**config.mk**
```make
export PLATFORM = sky130hd
export DESIGN_NAME = coalescing_writebuffer
export DESIGN_NICKNAME = d
export VERILOG_FILES = /design/src/rtl/mem_pkg.sv /design/src/rtl/byte_merge.sv /design/src/rtl/coalescing_writebuffer.sv
export SDC_FILE = /design/constraint.sdc
export NUM_CORES = 1
export LEC_CHECK = 0
export CORE_MARGIN = 10
export CORE_UTILIZATION = 40
export DETAILED_ROUTE_END_ITERATION = 8
export PLACE_DENSITY = 0.69
export SYNTH_ARGS = -nofsm -noshare
export SYNTH_HDL_FRONTEND = slang
export SYNTH_SLANG_ARGS = --single-unit
```
**constraint.sdc**
```tcl
create_clock -name clk -period 9.4 [get_ports clk]
set_clock_uncertainty 0.05 [all_clocks]
set_input_delay 0.94 -clock clk [delete_from_list [all_inputs] [get_ports clk]]
set_output_delay 0.94 -clock clk [all_outputs]
set_load 0.005 [all_outputs]
```
**src/rtl/mem_pkg.sv**
```systemverilog
// Shared memory-path definitions: default address/data widths, byte-enable
// width derivation and the drain FSM state encoding.
package mem_pkg;

  localparam int unsigned MEM_ADRW  = 30;
  localparam int unsigned MEM_DATAW = 32;

  function automatic int unsigned bew(input int unsigned dataw);
    return dataw / 8;
  endfunction

  typedef enum logic {
    IDLE = 1'b0,
    BUSY = 1'b1
  } drain_state_e;

endpackage

```
**src/rtl/byte_merge.sv**
```systemverilog
// Byte-granular merge of a new partial word over an old one; the byte
// enables of the result are the union of both.
module byte_merge #(
  parameter  int unsigned DATAW = 32,
  localparam int unsigned BEW   = DATAW / 8
) (
  input  logic [DATAW-1:0] old_data_i,
  input  logic [BEW-1:0]   old_be_i,
  input  logic [DATAW-1:0] new_data_i,
  input  logic [BEW-1:0]   new_be_i,
  output logic [DATAW-1:0] data_o,
  output logic [BEW-1:0]   be_o
);

  always_comb begin
    data_o = old_data_i;
    for (int unsigned i = 0; i < BEW; i++) begin
      if (new_be_i[i]) data_o[8*i +: 8] = new_data_i[8*i +: 8];
    end
  end

  assign be_o = old_be_i | new_be_i;

endmodule

```
**src/rtl/coalescing_writebuffer.sv**
```systemverilog
// Coalescing write buffer: in-order FIFO of stores drained one word per
// memory transaction, merging stores into the youngest not-yet-issued entry.
module coalescing_writebuffer
  import mem_pkg::*;
#(
  parameter  int unsigned DEPTH = 4,
  parameter  int unsigned ADRW  = MEM_ADRW,
  parameter  int unsigned DATAW = MEM_DATAW,
  localparam int unsigned BEW   = bew(DATAW),
  localparam int unsigned PTRW  = $clog2(DEPTH),
  localparam int unsigned CNTW  = PTRW + 1
) (
  input  logic             clk,
  input  logic             reset,
  input  logic [ADRW-1:0]  adr,
  input  logic [DATAW-1:0] data,
  input  logic [BEW-1:0]   byteen,
  input  logic             en,
  output logic             done,
  output logic [ADRW-1:0]  memadr,
  output logic [DATAW-1:0] memdata,
  output logic [BEW-1:0]   membyteen,
  output logic             memen,
  input  logic             memdone,
  input  logic [ADRW-1:0]  snoopadr,
  output logic             snoophit,
  output logic [CNTW-1:0]  count
);

  logic [ADRW-1:0]  ent_adr_q  [DEPTH];
  logic [DATAW-1:0] ent_data_q [DEPTH];
  logic [BEW-1:0]   ent_be_q   [DEPTH];

  logic [PTRW-1:0]  head_q, head_d, tail_q, tail_d, young;
  logic [CNTW-1:0]  count_q, count_d;
  drain_state_e     state_q, state_d;
  logic [ADRW-1:0]  memadr_q;
  logic [DATAW-1:0] memdata_q;
  logic [BEW-1:0]   membyteen_q;

  logic             coalesce, merge, push, pop, issue, iss_hazard;
  logic [DATAW-1:0] merged_data;
  logic [BEW-1:0]   merged_be;
  logic [DEPTH-1:0] hit_vec;

  // Merging into a lone entry that is already in flight would change data under memory.
  assign young    = tail_q - PTRW'(1);
  assign coalesce = en && (count_q != '0) && (adr == ent_adr_q[young])
                    && !((state_q == BUSY) && (count_q == CNTW'(1)));
  assign done     = (count_q < CNTW'(DEPTH)) || coalesce;
  assign merge    = coalesce && (byteen != '0);
  assign push     = en && done && !coalesce && (byteen != '0);
  assign pop      = (state_q == BUSY) && memdone;

  byte_merge #(.DATAW(DATAW)) u_byte_merge (
    .old_data_i (ent_data_q[young]),
    .old_be_i   (ent_be_q[young]),
    .new_data_i (data),
    .new_be_i   (byteen),
    .data_o     (merged_data),
    .be_o       (merged_be)
  );

  // Drain FSM next-state plus pointer/occupancy bookkeeping.
  always_comb begin
    state_d = state_q;
    issue   = 1'b0;
    head_d  = head_q;
    tail_d  = tail_q;
    count_d = count_q + CNTW'(push) - CNTW'(pop);
    unique case (state_q)
      IDLE: if (count_q != '0) begin
        issue   = 1'b1;
        state_d = BUSY;
      end
      BUSY: if (memdone) state_d = IDLE;
    endcase
    if (pop)  head_d = head_q + PTRW'(1);
    if (push) tail_d = tail_q + PTRW'(1);
  end

  always_ff @(posedge clk) begin
    if (reset) begin
      state_q <= IDLE;
      head_q  <= '0;
      tail_q  <= '0;
      count_q <= '0;
    end else begin
      state_q <= state_d;
      head_q  <= head_d;
      tail_q  <= tail_d;
      count_q <= count_d;
    end
  end

  // A merge into the head on its own issue edge is forwarded so the bytes are not lost.
  assign iss_hazard = merge && (young == head_q);

  always_ff @(posedge clk) begin
    if (reset) begin
      memadr_q    <= '0;
      memdata_q   <= '0;
      membyteen_q <= '0;
    end else if (issue) begin
      memadr_q    <= ent_adr_q[head_q];
      memdata_q   <= iss_hazard ? merged_data : ent_data_q[head_q];
      membyteen_q <= iss_hazard ? merged_be   : ent_be_q[head_q];
    end
  end

  always_ff @(posedge clk) begin
    if (push) begin
      ent_adr_q[tail_q]  <= adr;
      ent_data_q[tail_q] <= data;
      ent_be_q[tail_q]   <= byteen;
    end
    if (merge) begin
      ent_data_q[young] <= merged_data;
      ent_be_q[young]   <= merged_be;
    end
  end

  // Snoop: an entry counts only while its offset from head is below occupancy.
  for (genvar i = 0; i < DEPTH; i++) begin : g_snoop
    logic [PTRW-1:0] off;
    assign off        = PTRW'(i) - head_q;
    assign hit_vec[i] = ({1'b0, off} < count_q) && (ent_adr_q[i] == snoopadr);
  end

  assign snoophit  = |hit_vec;
  assign memen     = (state_q == BUSY);
  assign memadr    = memadr_q;
  assign memdata   = memdata_q;
  assign membyteen = membyteen_q;
  assign count     = count_q;

endmodule

```
==> impl_metrics.py <==
metrics = {
    "global_route": {
        "grt_pass1_vias": 11218,
        "grt_pass1_wl_um": 72600,
        "antenna_found_initial": 5,
        "grt_max_degree": 90,
        "grt-ovfl-total": 0,
        "grt_use_total": 0.176,
    },
    "logic_synthesis": {
        "synth_flop_cell": "edfxtp_1",
        "synth_compound_area_frac": 0.0296,
        "avgSynthCellArea_um2": 15.1,
        "synth_top_family_by_area": "multiplexers",
        "syn_nets": 1328,
        "synth.area.top_cells": "edfxtp_1 (49%), mux4_2 (14%), dfxtp_1 (8.2%)",
        "synth_edf_count": 300,
        "synth_seq_cells": 375,
        "netlist.area_leader.share": 0.489,
        "yosysSeqAreaShare": 0.571,
        "yosysTopAreaCell": "edfxtp_1",
        "synth_mux_area_frac": 0.231,
        "synth_fa_ha_area_frac": 0.00788,
        "synthSimpleGateAreaFrac": 0.0586,
        "synth_cells": 1217,
        "yosys_warnings": 0,
        "yosys.area_share.xor_xnor": 0.0756,
        "synth_cell_types": 50,
        "syn-cell-area_mm2": 0.0184,
        "ys_async_sr_fraction": 0,
    },
    "clock_tree": {
        "cts_root_buf": "clkbuf_16",
        "path_clk_slew_ns": 0.06,
        "clk_latency_ns": 0.58,
        "clk_path_buf_depth": 3,
        "hold_buffers": 0,
        "post_cts_buffers": 0,
        "postCtsResizedCells": 0,
        "cts.sinks": 375,
        "numCtsBuffers": 41,
        "cts_tree": "done",
        "h-tree-depth": 2,
    },
    "timing": {
        "rsz0062_at_grt": "no",
        "finalMaxSlewViolations": 0,
        "fin_crit_sh": 0.702,
        "setup_violations": 0,
        "holdWs_ns": 0.401,
        "fin_crit_ns": 6.60,
        "slew_headroom": 0.283,
        "worst_pin_slew_ns": 1.08,
        "fin_tns_setup_ns": 0,
        "fmax_ghz": 0.152,
        "hold_viol": 0,
    },
    "die": {
        "dieWidth_um": 235,
        "fp-row-count": 78,
        "io_pins": 172,
        "die-area_mm2": 0.0550,
        "start_util": 0.405,
        "core_area_mm2": 0.0455,
        "die_height_um": 235,
    },
    "pwr": {
        "vdd_ir_drop_max_v": 0.000229,
        "power_leakage_nw": 7.16,
        "powerDensity_mw_per_mm2": 276,
    },
    "final_layout": {
        "final_layout_size_suffix_gt1_frac": 0.231,
        "stdcell_count": 1991,
        "utilization": 0.483,
        "area_growth_pct": 19.4,
        "n_fill_cell": 3922,
        "final_nets": 1467,
    },
    "routing": {
        "route.antenna.remaining_nets": 0,
        "drc_errors": 0,
        "vias_per_cell": 5.64,
        "drt_iter0_markers": 1061,
        "routed_wirelength_um": 49000,
        "detail_route.wl_per_cell_um": 24.6,
        "vias": 11228,
        "drtPass1Iterations": 5,
    },
    "critical_path": {
        "crit_chain": "clkinv_1 > ha_4 > buf_4 > mux4_2 > xnor2_1 > o2111ai_1 > nor4_2 > nand4_2 > o21ai_0 > clkdlybuf4s50_1",
        "crit_required_ns": 8.41,
        "slowest_delay_ns": 0.83,
        "cp_data_arrival_time_ns": 5.61,
        "critPathCaptureType": "primary output",
        "crit_fanout": 42,
        "critical_path_class": "flip-flop to primary output",
        "cp-start-kind": "flip-flop",
        "cpMaxStageDelayCell": "dfxtp_4",
    },
    "place": {
        "hpwl_um": 32400,
        "io_buffers": 171,
        "gp_congestion": 0.937,
        "dp.cells": 1913,
    },
    "min_path": {
        "hold_class": "flip-flop to flip-flop",
    },
    "status": {
        "status": "completed",
    },
    "job": {
        "cap_violations": 0,
    },
}
## metrics by stage
| step | cell area, um^2 | worst slack [ns] | power, mW |
|---|---|---|---|
| 4_1_cts | 22000 | 2.64 | 6.12 |
| 5_1_grt | 22000 | 2.44 | 6.36 |
| 6_report | 22000 | 2.80 | 6.06 |
| 3_3_place_gp | 20600 | 3.29 | 4.45 |
| 3_5_place_dp | 20600 | 3.17 | 4.48 |
| 2_1_floorplan | 18400 | 3.59 | 3.68 |
## where the power goes
group | total, mW | switching, mW | leakage, nW | internal [mW]
Sequential | 2.44 | 0.231 | 3.37 | 2.21
Combinational | 1.99 | 1.04 | 3.13 | 0.952
Clock | 1.63 | 0.673 | 0.660 | 0.955
## final cells by class
| type | instances | area, um^2 | share of cell area |
|---|---|---|---|
| clock buffers | 60 | 1170 | 0.0532 |
| flip-flops and latches | 375 | 10500 | 0.479 |
| inverters | 15 | 58.8 | 0.00268 |
| diodes | 2 | 5.00 | 0.000228 |
| clock inverters | 16 | 189 | 0.00859 |
| well taps | 600 | 751 | 0.0342 |
| repair buffers | 183 | 1800 | 0.0817 |
| multi-input cells | 740 | 7490 | 0.341 |
## critical path, delay by kind of cell, from the launching register on
kind                       cells  cell delay, ns
buffers and inverters          3            1.78
DFF                            1            0.83
adders and majority gates      1            0.83
AOI/OAI and AO/OA              2            0.55
and+or+nand+nor                2            0.43
muxes                          1            0.42
xor gates and xnor gates       1            0.16
## logic make-up after synthesis
logic type,Yosys count
adders and majority gates,11
muxes,244
and+or+nand+nor,231
DFF,375
buffers and inverters,102
xor gates and xnor gates,159
AOI/OAI and AO/OA,95
## worst paths after layout
check,cells after the start,to,slack (ns),from
setup reg to reg,12,ent_data_q[3][28],3.27,tail_q[0]
hold / removal,2,flip-flop,0.40,flip-flop
hold reg to reg,2,flip-flop,0.40,flip-flop
setup / recovery,10,done,2.80,tail_q[0]
## synthesized netlist by cell type, types with 4 or more instances
cell / n
edfxtp_1: 300
nand2_1: 143
mux4_2: 118
xnor2_1: 107
dfxtp_1: 75
a21oi_1: 74
mux2_2: 70
clkbuf_1: 58
xor2_1: 52
mux2_4: 31
nand4_1: 24
mux2i_1: 19
nor4_1: 19
buf_1: 13
inv_1: 13
ha_1: 10
nand3_1: 8
nor2_1: 8
buf_2: 7
mux4_1: 6
o2111ai_1: 6
or2_2: 6
and2_1: 4
o21bai_1: 4
## layer usage
metal | GRT usage | vias up | part of all wire
met2 | 0.276 | 440 | 0.47
met5 | 0 | - | 0.00069
li1 | - | 4938 | -
met3 | 0.0374 | 80 | 0.075
met1 | 0.243 | 5766 | 0.43
met4 | 0.0519 | 4 | 0.023
## cells in the final DEF, fill, tap and decap left out, types with 3 or more instances in the layout
cell,synthesis,routed
mux2i_1,19,15
nor2b_1,3,3
nand4_1,24,24
mux4_2,118,118
nor2_1,8,8
and2_2,0,4
xor2_1,52,52
dfxtp_1,75,71
inv_1,13,13
xnor2_1,107,107
clkbuf_1,58,13
edfxtp_1,300,300
clkinv_2,0,5
o21bai_1,4,4
nand3_1,8,8
a21oi_1,74,74
nand2b_1,3,3
clkbuf_8,0,5
dfxtp_4,0,3
mux4_1,6,6
o21ai_0,3,3
clkbuf_16,0,42
nor3_1,3,3
mux2_2,70,70
nand2_1,143,143
inv_6,0,3
bufinv_16,0,3
or2_2,6,6
buf_4,2,12
mux2_4,31,31
nor4_1,19,19
o2111ai_1,6,6
clkdlybuf4s50_1,0,170
mux2i_4,0,4
ha_1,10,9
No activity file was read; power rests on OpenSTA's default activity.
